==> src/rtl/axi4l_reg_bank.sv <==
// AXI4-Lite slave register bank: NUM_REGS byte-strobed R/W registers, exported to core logic.
// Latency: write commits one cycle after both AW and W are taken (BVALID, REG_WE and REG_Q update together); read data registered at the AR edge.
// Backpressure: one outstanding write and one outstanding read; AWREADY/WREADY/ARREADY stay low until the pending response is accepted.
//
// Ports:
//   CLK, RSTN                 clock (rising edge), asynchronous active-low reset
//   AW*/W*/B*                 AXI4-Lite write address, write data and write response channels
//   AR*/R*                    AXI4-Lite read address and read data channels
//   REG_Q                     all register contents, reg i at [i*DATA_WIDTH +: DATA_WIDTH]
//   REG_WE                    one-cycle pulse on bit i when reg i is written (also with WSTRB=0)
module axi4l_reg_bank #(
  parameter int ADDR_WIDTH = 32,
  parameter int DATA_WIDTH = 32,
  parameter int NUM_REGS   = 16
) (
  input  logic                           CLK,
  input  logic                           RSTN,
  input  logic [ADDR_WIDTH-1:0]          AWADDR,
  input  logic                           AWVALID,
  output logic                           AWREADY,
  input  logic [DATA_WIDTH-1:0]          WDATA,
  input  logic [DATA_WIDTH/8-1:0]        WSTRB,
  input  logic                           WVALID,
  output logic                           WREADY,
  output logic [1:0]                     BRESP,
  output logic                           BVALID,
  input  logic                           BREADY,
  input  logic [ADDR_WIDTH-1:0]          ARADDR,
  input  logic                           ARVALID,
  output logic                           ARREADY,
  output logic [DATA_WIDTH-1:0]          RDATA,
  output logic [1:0]                     RRESP,
  output logic                           RVALID,
  input  logic                           RREADY,
  output logic [NUM_REGS*DATA_WIDTH-1:0] REG_Q,
  output logic [NUM_REGS-1:0]            REG_WE
);

  localparam int STRB_W = DATA_WIDTH / 8;
  localparam int BO     = $clog2(STRB_W);
  localparam int IW     = $clog2(NUM_REGS);

  localparam logic [1:0] RESP_OKAY   = 2'b00;
  localparam logic [1:0] RESP_SLVERR = 2'b10;

  typedef enum logic [2:0] {W_IDLE, W_HAVE_AW, W_HAVE_W, W_COMMIT, W_RESP} wstate_t;
  typedef enum logic {R_IDLE, R_RESP} rstate_t;

  logic [DATA_WIDTH-1:0] regs [NUM_REGS];

  wstate_t               wstate;
  logic                  aw_rdy;
  logic                  w_rdy;
  logic                  b_vld;
  logic [1:0]            b_resp;
  logic [IW-1:0]         w_idx;
  logic                  w_ok;
  logic [DATA_WIDTH-1:0] w_dat;
  logic [STRB_W-1:0]     w_strb;
  logic [NUM_REGS-1:0]   reg_we;

  rstate_t               rstate;
  logic                  ar_rdy;
  logic                  r_vld;
  logic [1:0]            r_resp;
  logic [DATA_WIDTH-1:0] r_dat;

  logic aw_hs;
  logic w_hs;
  logic ar_hs;
  logic aw_ok;
  logic ar_ok;

  // Word address (byte offset dropped) must be below NUM_REGS; this single
  // compare covers both nonzero upper bits and an index past the last reg.
  function automatic logic in_range(input logic [ADDR_WIDTH-1:0] a);
    return (a >> BO) < ADDR_WIDTH'(NUM_REGS);
  endfunction

  assign aw_hs = AWVALID & aw_rdy;
  assign w_hs  = WVALID & w_rdy;
  assign ar_hs = ARVALID & ar_rdy;
  assign aw_ok = in_range(AWADDR);
  assign ar_ok = in_range(ARADDR);

  // Write channel FSM and register storage
  always_ff @(posedge CLK or negedge RSTN) begin
    if (!RSTN) begin
      wstate <= W_IDLE;
      aw_rdy <= 1'b0;
      w_rdy  <= 1'b0;
      b_vld  <= 1'b0;
      b_resp <= RESP_OKAY;
      w_idx  <= '0;
      w_ok   <= 1'b0;
      w_dat  <= '0;
      w_strb <= '0;
      reg_we <= '0;
      for (int i = 0; i < NUM_REGS; i++) regs[i] <= '0;
    end else begin
      reg_we <= '0;
      case (wstate)
        W_IDLE: begin
          if (aw_hs) begin
            w_idx <= AWADDR[BO +: IW];
            w_ok  <= aw_ok;
          end
          if (w_hs) begin
            w_dat  <= WDATA;
            w_strb <= WSTRB;
          end
          if (aw_hs && w_hs) begin
            aw_rdy <= 1'b0;
            w_rdy  <= 1'b0;
            wstate <= W_COMMIT;
          end else if (aw_hs) begin
            aw_rdy <= 1'b0;
            w_rdy  <= 1'b1;
            wstate <= W_HAVE_AW;
          end else if (w_hs) begin
            aw_rdy <= 1'b1;
            w_rdy  <= 1'b0;
            wstate <= W_HAVE_W;
          end else begin
            // Also the path that raises the READYs on the first edge after reset
            aw_rdy <= 1'b1;
            w_rdy  <= 1'b1;
          end
        end
        W_HAVE_AW: begin
          if (w_hs) begin
            w_dat  <= WDATA;
            w_strb <= WSTRB;
            w_rdy  <= 1'b0;
            wstate <= W_COMMIT;
          end
        end
        W_HAVE_W: begin
          if (aw_hs) begin
            w_idx  <= AWADDR[BO +: IW];
            w_ok   <= aw_ok;
            aw_rdy <= 1'b0;
            wstate <= W_COMMIT;
          end
        end
        W_COMMIT: begin
          if (w_ok) begin
            for (int b = 0; b < STRB_W; b++) begin
              if (w_strb[b]) regs[w_idx][b*8 +: 8] <= w_dat[b*8 +: 8];
            end
            reg_we[w_idx] <= 1'b1;
          end
          b_resp <= w_ok ? RESP_OKAY : RESP_SLVERR;
          b_vld  <= 1'b1;
          wstate <= W_RESP;
        end
        W_RESP: begin
          if (BREADY) begin
            b_vld  <= 1'b0;
            aw_rdy <= 1'b1;
            w_rdy  <= 1'b1;
            wstate <= W_IDLE;
          end
        end
        default: wstate <= W_IDLE;
      endcase
    end
  end

  // Read channel FSM. Data is captured from the flops at the AR edge, so a
  // commit on the same edge is not yet visible and the old value is returned.
  always_ff @(posedge CLK or negedge RSTN) begin
    if (!RSTN) begin
      rstate <= R_IDLE;
      ar_rdy <= 1'b0;
      r_vld  <= 1'b0;
      r_resp <= RESP_OKAY;
      r_dat  <= '0;
    end else begin
      case (rstate)
        R_IDLE: begin
          if (ar_hs) begin
            r_dat  <= ar_ok ? regs[ARADDR[BO +: IW]] : '0;
            r_resp <= ar_ok ? RESP_OKAY : RESP_SLVERR;
            r_vld  <= 1'b1;
            ar_rdy <= 1'b0;
            rstate <= R_RESP;
          end else begin
            ar_rdy <= 1'b1;
          end
        end
        R_RESP: begin
          if (RREADY) begin
            r_vld  <= 1'b0;
            ar_rdy <= 1'b1;
            rstate <= R_IDLE;
          end
        end
        default: rstate <= R_IDLE;
      endcase
    end
  end

  assign AWREADY = aw_rdy;
  assign WREADY  = w_rdy;
  assign BVALID  = b_vld;
  assign BRESP   = b_resp;
  assign ARREADY = ar_rdy;
  assign RVALID  = r_vld;
  assign RRESP   = r_resp;
  assign RDATA   = r_dat;
  assign REG_WE  = reg_we;

  for (genvar i = 0; i < NUM_REGS; i++) begin : g_reg_q
    assign REG_Q[i*DATA_WIDTH +: DATA_WIDTH] = regs[i];
  end

endmodule
==> config.mk <==
export PLATFORM = sky130hd
export DESIGN_NAME = axi4l_reg_bank
export DESIGN_NICKNAME = d
export VERILOG_FILES = /design/src/rtl/axi4l_reg_bank.sv
export SDC_FILE = /design/constraint.sdc
export NUM_CORES = 1
export LEC_CHECK = 0
export BUFFER_PORTS_ARGS = -buffer_cell sky130_fd_sc_hd__buf_2
export CORE_AREA = 4 4 259 261
export DETAILED_ROUTE_END_ITERATION = 16
export DIE_AREA = 0 0 263 265
export GPL_TIMING_DRIVEN = 0
export PLACE_DENSITY_LB_ADDON = 0.1
export SLEW_MARGIN = 10
export SYNTH_ARGS = -nofsm -noshare
export SYNTH_HDL_FRONTEND = slang
export SYNTH_SLANG_ARGS = --single-unit
==> constraint.sdc <==
create_clock -name CLK -period 2.7 [get_ports CLK]
set_input_delay 0.27 -clock CLK [delete_from_list [all_inputs] [get_ports CLK]]
set_output_delay 0.27 -clock CLK [all_outputs]
set_load 0.02 [all_outputs]
==> flow_metrics.py, run 1 <==
metrics = {
    "route": {
        "drt_first_iter_violations": 1252,
        "wl_per_cell_microns": 30.5,
        "firstDrtPassIters": 5,
        "vias": 18900,
        "postRouteWirelength_microns": 103000,
        "ant_nets": 0,
        "viasPerCell": 5.60,
        "drc": 0,
    },
    "critical_path": {
        "startpoint_type": "flip-flop",
        "crit_end": "RDATA[18]",
        "worstPathArrival_ns": 3.06,
        "reg2regPathDepth": 5,
        "r2r_start": "rstate",
        "crit_start": "rstate",
        "worst_setup_path_end_kind": "flip-flop",
        "ff2ff_setup_slack_ns": 0.17,
        "worstPathRequired_ns": 3.23,
        "critical_path.max_fanout": 10,
        "r2r_end": "RDATA[18]",
        "critPathKind": "flip-flop to flip-flop",
    },
    "sta": {
        "clock_skew_ns": 0.0210,
        "rsz0062_at_grt": "no",
        "layout_min_cycle_time_ns": 2.53,
        "setup_viol": 0,
        "fin_ws_ns": 0.170,
        "maxSlewViolCount": 0,
        "relSlewSlack": 0.209,
        "fin_tns_setup_ns": 0,
        "hold_viol_final": 0,
        "max_freq_mhz": 395,
        "worst_pin_slew_ns": 1.19,
        "post-route-period-util": 0.937,
    },
    "cells_and_area": {
        "syn_to_final_growth_pct": 26.1,
        "drive_gt1_frac": 0.621,
        "final_common_cell": "buf_2",
        "nets": 2586,
        "diodes": 0,
        "layout_common_cells": "buf_2 (684), dfrtp_1 (612), mux2_2 (536)",
    },
    "floorplan": {
        "initial_core_util": 0.427,
        "io_pins": 676,
        "core-area_sq_mm": 0.0645,
        "fp.dieArea_sq_mm": 0.0697,
        "row_count": 93,
        "dieHeight_microns": 265,
        "die_x_microns": 263,
    },
    "job": {
        "drv_cap": 0,
    },
    "synth": {
        "synth_cell_types": 44,
        "yosysWarnings": 0,
        "yosys.area.top_type": "dfrtp_1",
        "synth_top_area_frac": 0.557,
        "synthCells": 1692,
        "avgSynthCellArea_sq_um": 16.3,
        "async_reset_ff_frac": 1.00,
        "synth-main-ff-cell": "dfrtp_1",
        "ys_top_cells_by_area": "dfrtp_1 (56%), mux2_2 (22%), mux4_2 (10%)",
        "ys_ff_latch": 612,
        "seq_area_frac_synth": 0.557,
        "synthesis.area_sq_mm": 0.0275,
        "synth-edff-count": 0,
    },
    "min_path": {
        "whs_path_depth": 4,
        "holdCritPathClass": "input port to flip-flop",
        "hold_start": "AWVALID",
    },
    "global_routing": {
        "grt_max_degree": 114,
        "antenna_found_initial": 1,
        "grt_overflow": 0,
        "grt_pass1_wl_microns": 147000,
        "grt_pass1_vias": 19800,
        "grtUsageTotal": 0.288,
    },
    "placement": {
        "gp_congestion": 0.853,
        "dp_slack_ns": -0.124,
        "dp_hpwl_microns": 75100,
        "portBuffers": 667,
    },
    "clocking": {
        "cts_buffers": 69,
        "cts_tree": "built",
        "worstSkewPairLatency_ns": 0.60,
        "clkSlewWorstSetupHoldPaths_ns": 0.06,
        "cts.sinks": 612,
        "postCtsSetupRepairBufs": 0,
        "cts_max_path_buffers": 3,
        "cts_root_buffer": "clkbuf_16",
        "h-tree-depth": 3,
    },
    "power_and_ir_drop": {
        "leakagePower_nw": 18.8,
        "power_mw": 22.9,
        "p_per_area_mw_per_mm2": 660,
        "max-vdd-ir-drop_mv": 0.432,
    },
    "outcome": {
        "status": "finished clean",
    },
}
-- worst max-delay path: stages (launching register included) --
cell     delay, ns
dfrtp_1       0.37
inv_1         0.10
nand3_1       0.59
nor4_4        0.87
buf_4         0.36
a22o_1        0.17
-- logic make-up after synthesis --
group | share of synthesized area
compound gates | 0.0290
buf+inv | 0.0202
flops | 0.557
mux | 0.335
other cells | 0.000136
simple gates | 0.0591
-- synthesized netlist by cell type, drive strengths merged (2+ instances only) --
master / number
dfrtp: 612
a22oi: 62
nand4b: 2
nor3: 6
and2: 4
nand4: 3
nor2: 69
buf: 50
mux2: 555
clkbuf: 54
o21ai: 2
nor2b: 5
nand2b: 4
mux4: 128
nand3: 18
a22o: 31
nor4: 15
a21oi: 3
nand2: 58
inv: 2
-- repair_timing --
item / in CTS / in global routing
hold buffers: 43 / 0
endpoints found under the hold margin: 130 / 0
resized for setup: 0 / 0
-- stage by stage --
stage                util  hold WS, ns  instance area [sq um]  instances
finish              0.538       0.0454                  34700       3382
global route        0.538       0.0569                  34700       3382
CTS                 0.538      0.00482                  34700       3382
detailed placement  0.497        0.336                  32100       3220
global placement    0.495        0.458                  31900       3215
floorplan               -      -0.0256                  27500       1693
-- where the power goes --
part           internal, mW  leakage, nW  switching [mW]
logic                 0.999         9.32            2.41
clock network          5.42         1.09            3.85
registers              9.55         8.44           0.678
total                  16.0         18.8            6.94
-- sequential cells by signal, indices dropped and copies added, names as in the netlist, 3 cells and up --
signal and count:
REG_Q 512, RDATA 32, w_dat 32, REG_WE 16, w_idx 4, w_strb 4, wstate 3
-- worst min path at each step --
stage	end	slack, ns
3_5_place_dp	REG_Q[322]	0.34
2_1_floorplan	ARREADY	-0.03
4_1_cts	wstate[0]	0.005
6_report	wstate[0]	0.05
5_1_grt	wstate[0]	0.06
3_3_place_gp	RVALID	0.46
-- final cells by class --
cell class | count | area (sq um)
well taps | 855 | 1070
inverters | 2 | 7.51
flip-flops and latches | 612 | 15300
repair buffers | 715 | 3920
multi-input cells | 975 | 11600
clock buffers | 98 | 1990
plain buffers | 104 | 547
clock inverters | 21 | 203
fillers | 5542 | 29800
-- layer usage --
metal | up-vias | track usage | part of all wire
met4 | 0 | 0.0954 | 0.034
met3 | 174 | 0.0720 | 0.068
met5 | - | 0 | 0
met2 | 706 | 0.488 | 0.50
met1 | 10100 | 0.365 | 0.40
li1 | 7954 | - | -
Note: power is estimated with default switching activity, not from simulation.
==> run 2, diff against run 1 <==
--- a/config.mk
+++ b/config.mk
@@ -6,11 +6,12 @@
 export NUM_CORES = 1
 export LEC_CHECK = 0
 export BUFFER_PORTS_ARGS = -buffer_cell sky130_fd_sc_hd__buf_2
-export CORE_AREA = 4 4 259 261
+export CORE_AREA = 2 2 263 265
 export DETAILED_ROUTE_END_ITERATION = 16
-export DIE_AREA = 0 0 263 265
+export DIE_AREA = 0 0 265 267
 export GPL_TIMING_DRIVEN = 0
 export PLACE_DENSITY_LB_ADDON = 0.1
+export SKIP_CTS_REPAIR_TIMING = 1
 export SLEW_MARGIN = 10
 export SYNTH_ARGS = -nofsm -noshare
 export SYNTH_HDL_FRONTEND = slang
==> constraint.sdc (replaced) <==
create_clock -name CLK -period 3.1 [get_ports CLK]
set_input_delay 0.31 -clock CLK [delete_from_list [all_inputs] [get_ports CLK]]
set_output_delay 0.31 -clock CLK [all_outputs]
set_load 0.02 [all_outputs]
==> run 2 against run 1 <==
First-iteration DRC count rose by 4.3%. Sequential share of layout area fell by 0.17 points. Critical endpoint is now RDATA[15]. Cell area rose by 0.40%.
==> flow_metrics.py, run 2 (synthesis gave the netlist of run 1 again) <==
metrics = {
    "sta": {
        "hold_ws_ns": 0.0418,
        "maxSlewViolCount": 0,
        "setup_viol": 0,
        "hold_viol_final": 0,
        "layout_min_cycle_time_ns": 2.76,
        "rsz0062_at_grt": "no",
        "clock_skew_ns": 0.0226,
        "post-route-period-util": 0.891,
        "worst_pin_slew_ns": 1.27,
        "relSlewSlack": 0.151,
        "max_freq_mhz": 362,
    },
    "cells_and_area": {
        "fillers": 5990,
        "final_common_cell": "buf_2",
        "drive_gt1_frac": 0.625,
        "layout_common_cells": "buf_2 (684), dfrtp_1 (612), mux2_2 (536)",
        "syn_to_final_growth_pct": 26.6,
        "largest_reg_flops": 512,
        "stdcell_count": 3411,
        "post-route-util": 0.512,
        "nets": 2588,
    },
    "route": {
        "drc": 0,
        "viasPerCell": 5.61,
        "postRouteWirelength_microns": 104000,
        "wl_per_cell_microns": 30.4,
        "ant_nets": 0,
        "drt_first_iter_violations": 1306,
        "firstDrtPassIters": 5,
        "vias": 19100,
    },
    "power_and_ir_drop": {
        "p_int_mw": 14.0,
        "swShare": 0.305,
        "leakagePower_nw": 18.9,
        "clock_power_share": 0.409,
        "power_mw": 20.2,
        "p_per_area_mw_per_mm2": 580,
        "p_sw_mw": 6.16,
        "comb_power_share": 0.148,
        "power_frac_seq": 0.442,
        "max-vdd-ir-drop_mv": 0.413,
    },
    "global_routing": {
        "grt_pass1_wl_microns": 147000,
        "antenna_found_initial": 2,
        "grt_max_degree": 104,
        "grt_pass1_vias": 19600,
        "grtUsageTotal": 0.291,
        "grt_overflow": 0,
    },
    "critical_path": {
        "startpoint_type": "flip-flop",
        "crit_family": "simple AND/OR/NAND/NOR gates",
        "slowest_stage": "nor4_4",
        "worstPathArrival_ns": 3.30,
        "critPathKind": "flip-flop to flip-flop",
        "ff2ff_setup_slack_ns": 0.34,
        "worst_setup_path_end_kind": "flip-flop",
        "cp_cell_sequence": "inv_1 > nand3_1 > nor4_4 > buf_4 > a22o_1",
        "cpPeakStageDelay_ns": 1.05,
        "critical_path.max_fanout": 10,
        "worstPathRequired_ns": 3.63,
        "crit_buf_inv": 2,
    },
    "clocking": {
        "clkSlewWorstSetupHoldPaths_ns": 0.06,
        "worstSkewPairLatency_ns": 0.61,
        "cts_root_buffer": "clkbuf_16",
        "cts_buffers": 70,
        "h-tree-depth": 3,
        "cts_max_path_buffers": 3,
        "cts.sinks": 612,
        "cts_tree": "built",
    },
    "outcome": {
        "status": "finished clean",
    },
    "placement": {
        "gp_congestion": 0.886,
        "portBuffers": 667,
        "placed_cells": 3249,
        "dp_hpwl_microns": 75900,
    },
    "floorplan": {
        "die_x_microns": 265,
        "core-area_sq_mm": 0.0680,
        "initial_core_util": 0.404,
        "dieHeight_microns": 267,
        "row_count": 96,
        "fp.dieArea_sq_mm": 0.0708,
        "io_pins": 676,
    },
    "min_path": {
        "holdCritPathClass": "input port to flip-flop",
    },
    "job": {
        "drv_cap": 0,
    },
}
## run 2: path summary, 6_finish.rpt
path,from,depth (start not counted),end
worst min register to register,RDATA[30],1,RDATA[30]
max in group asynchronous,RSTN,6,REG_Q[178]
worst min-delay path,AWADDR[4],2,w_idx[2]
worst max-delay path,rstate,5,RDATA[15]
worst max register to register,rstate,5,RDATA[15]
min in group asynchronous,RSTN,2,REG_Q[483]
## run 2: worst reg2reg max path, cell delays in order (launching register included)
cell	delay (ns)
dfrtp_1	0.37
inv_1	0.09
nand3_1	0.57
nor4_4	1.06
buf_4	0.42
a22o_1	0.17
## run 2: area by class of cell
cell class / count / area (sq um) / area share
Antenna cell: 1 / 2.50 / 0.0000719
Clock buffer: 98 / 2070 / 0.0594
Sequential cell: 612 / 15300 / 0.440
Multi-Input combinational cell: 975 / 11600 / 0.334
Timing Repair Buffer: 716 / 3950 / 0.113
Inverter: 2 / 7.51 / 0.000216
Buffer: 104 / 547 / 0.0157
Clock inverter: 21 / 195 / 0.00561
Tap cell: 882 / 1100 / 0.0317
## run 2: power groups by stage
| stage | Clock (mW) | Combinational, mW | Sequential (mW) |
|---|---|---|---|
| after floorplan | 0 | 1.82 | 8.82 |
| after global placement | 0 | 2.85 | 9.02 |
| after detailed placement | 0 | 2.96 | 9.03 |
| after CTS | 8.41 | 2.97 | 8.89 |
| after global routing | 8.73 | 3.25 | 8.97 |
| final | 8.26 | 2.99 | 8.93 |
## run 2: per-stage QoR
step / setup TNS [ns] / worst slack [ns] / cell area, sq um
6_report: 0 / 0.338 / 34800
5_1_grt: 0 / 0.175 / 34800
4_1_cts: 0 / 0.226 / 34400
3_5_place_dp: 0 / 0.162 / 32100
3_3_place_gp: -6730.47 / -11.10 / 31900
2_1_floorplan: 0 / 1.25 / 27500
## run 2: routing by layer
metal  share of wire  track usage
met1            0.40        0.373
met2            0.49        0.479
met3           0.070       0.0720
met4           0.035        0.107
met5         0.00013            0
==> run 3, diff against run 2 <==
--- a/config.mk
+++ b/config.mk
@@ -7,6 +7,7 @@
 export LEC_CHECK = 0
 export BUFFER_PORTS_ARGS = -buffer_cell sky130_fd_sc_hd__buf_2
 export CORE_AREA = 2 2 263 265
+export CTS_BUF_LIST = sky130_fd_sc_hd__clkbuf_16
 export DETAILED_ROUTE_END_ITERATION = 16
 export DIE_AREA = 0 0 265 267
 export GPL_TIMING_DRIVEN = 0
==> run 3 against run 2 <==
Clock power down 5.6%. Sequential power about the same. Global-route usage about the same. Via count about the same. Cell area down 0.49%. Combinational power about the same. Register-to-register slack about the same. Sequential cell count unchanged. Clock-buffer cell count down 26. Critical endpoint unchanged. Highest routed layer unchanged.
==> flow_metrics.py, run 3 (synthesis gave the netlist of run 1 again) <==
metrics = {
    "floorplan": {
        "initial_core_util": 0.404,
        "die_x_microns": 265,
        "core-area_sq_mm": 0.0680,
        "io_pins": 676,
        "fp.dieArea_sq_mm": 0.0708,
        "row_count": 96,
        "dieHeight_microns": 267,
    },
    "route": {
        "ant_nets": 0,
        "wl_per_cell_microns": 30.4,
        "vias": 19100,
        "firstDrtPassIters": 7,
        "drt_first_iter_violations": 1355,
        "drc": 0,
        "postRouteWirelength_microns": 104000,
        "viasPerCell": 5.61,
    },
    "sta": {
        "maxSlewViolCount": 0,
        "relSlewSlack": 0.172,
        "worst_pin_slew_ns": 1.24,
        "post-route-period-util": 0.891,
        "layout_min_cycle_time_ns": 2.76,
        "max_freq_mhz": 362,
        "rsz0062_at_grt": "no",
        "clock_skew_ns": 0.0236,
        "hold_viol_final": 0,
        "setup_viol": 0,
        "fin_ws_ns": 0.339,
    },
    "clocking": {
        "cts_root_buffer": "clkbuf_16",
        "worstSkewPairLatency_ns": 0.61,
        "h-tree-depth": 3,
        "clkSlewWorstSetupHoldPaths_ns": 0.06,
        "cts_max_path_buffers": 3,
        "cts_buffers": 70,
        "cts.sinks": 612,
        "cts_tree": "built",
    },
    "critical_path": {
        "ff2ff_setup_slack_ns": 0.34,
        "r2r_start": "rstate",
        "worst_setup_path_end_kind": "flip-flop",
        "cpPeakStageDelay_ns": 1.06,
        "worstPathArrival_ns": 3.30,
        "crit_family": "simple AND/OR/NAND/NOR gates",
        "cp_cell_sequence": "inv_1 > nand3_1 > nor4_4 > buf_4 > a22o_1",
        "critical_path.max_fanout": 10,
        "worstPathRequired_ns": 3.63,
        "slowest_stage": "nor4_4",
        "startpoint_type": "flip-flop",
        "crit_start": "rstate",
        "crit_buf_inv": 2,
        "critPathKind": "flip-flop to flip-flop",
    },
    "placement": {
        "gp_congestion": 0.886,
        "placed_cells": 3249,
        "portBuffers": 667,
        "dp_slack_ns": 0.162,
        "dp_hpwl_microns": 75900,
    },
    "cells_and_area": {
        "drive_gt1_frac": 0.618,
        "layout_common_cells": "buf_2 (684), dfrtp_1 (612), mux2_2 (536)",
        "final_common_cell": "buf_2",
        "nets": 2588,
        "syn_to_final_growth_pct": 26.0,
        "stdcell_count": 3411,
        "largest_reg_flops": 512,
    },
    "power_and_ir_drop": {
        "leakagePower_nw": 18.8,
        "max-vdd-ir-drop_mv": 0.413,
        "p_per_area_mw_per_mm2": 569,
    },
    "global_routing": {
        "grtUsageTotal": 0.291,
        "grt_max_degree": 104,
        "grt_pass1_vias": 19600,
        "grt_overflow": 0,
        "grt_pass1_wl_microns": 147000,
        "antenna_found_initial": 2,
    },
    "outcome": {
        "status": "finished clean",
    },
    "min_path": {
        "hold_start": "AWADDR[4]",
        "holdCritPathClass": "input port to flip-flop",
    },
    "job": {
        "drv_cap": 0,
    },
}
==> run 3: path summary, 6_finish.rpt <==
path                         endpoint  cells after the start
setup / recovery            RDATA[15]                      5
hold / removal               w_idx[2]                      2
setup reg to reg            RDATA[15]                      5
hold reg to reg             RDATA[30]                      1
max in group asynchronous  REG_Q[178]                      6
min in group asynchronous  REG_Q[483]                      2
==> run 3: power by group <==
group	switching [mW]	leakage, nW	internal [mW]	total, mW
combinational	2.11	9.33	0.883	2.99
sequential	0.608	8.44	8.32	8.93
clock	3.43	1.05	4.37	7.80
total	6.14	18.8	13.6	19.7
==> run 3: layer usage <==
metal  routed length (microns)  global-route usage
met1                     41900               0.373
met2                     50900               0.479
met3                      7310              0.0713
met4                      3710               0.107
met5                        13                   0
==> run 3: final cells by class <==
cell class | count | area, sq um
Antenna cell | 1 | 2.50
Buffer | 104 | 547
Clock buffer | 72 | 1800
Clock inverter | 47 | 293
Fill cell | 6002 | 33300
Inverter | 2 | 7.51
Multi-Input combinational cell | 975 | 11600
Sequential cell | 612 | 15300
Tap cell | 882 | 1100
Timing Repair Buffer | 716 | 3950
==> run 3: metrics by stage <==
stage	instance area (sq um)	power, mW	hold WS [ns]	util	TNS, ns
3_5_place_dp	32100	12.0	0.288	0.473	0
3_3_place_gp	31900	11.9	0.461	0.470	-6730.47
4_1_cts	34200	19.8	-0.371	0.503	0
5_1_grt	34700	20.5	0.0169	0.510	0
6_report	34700	19.7	0.0370	0.510	0
2_1_floorplan	27500	10.6	0.0144	-	0
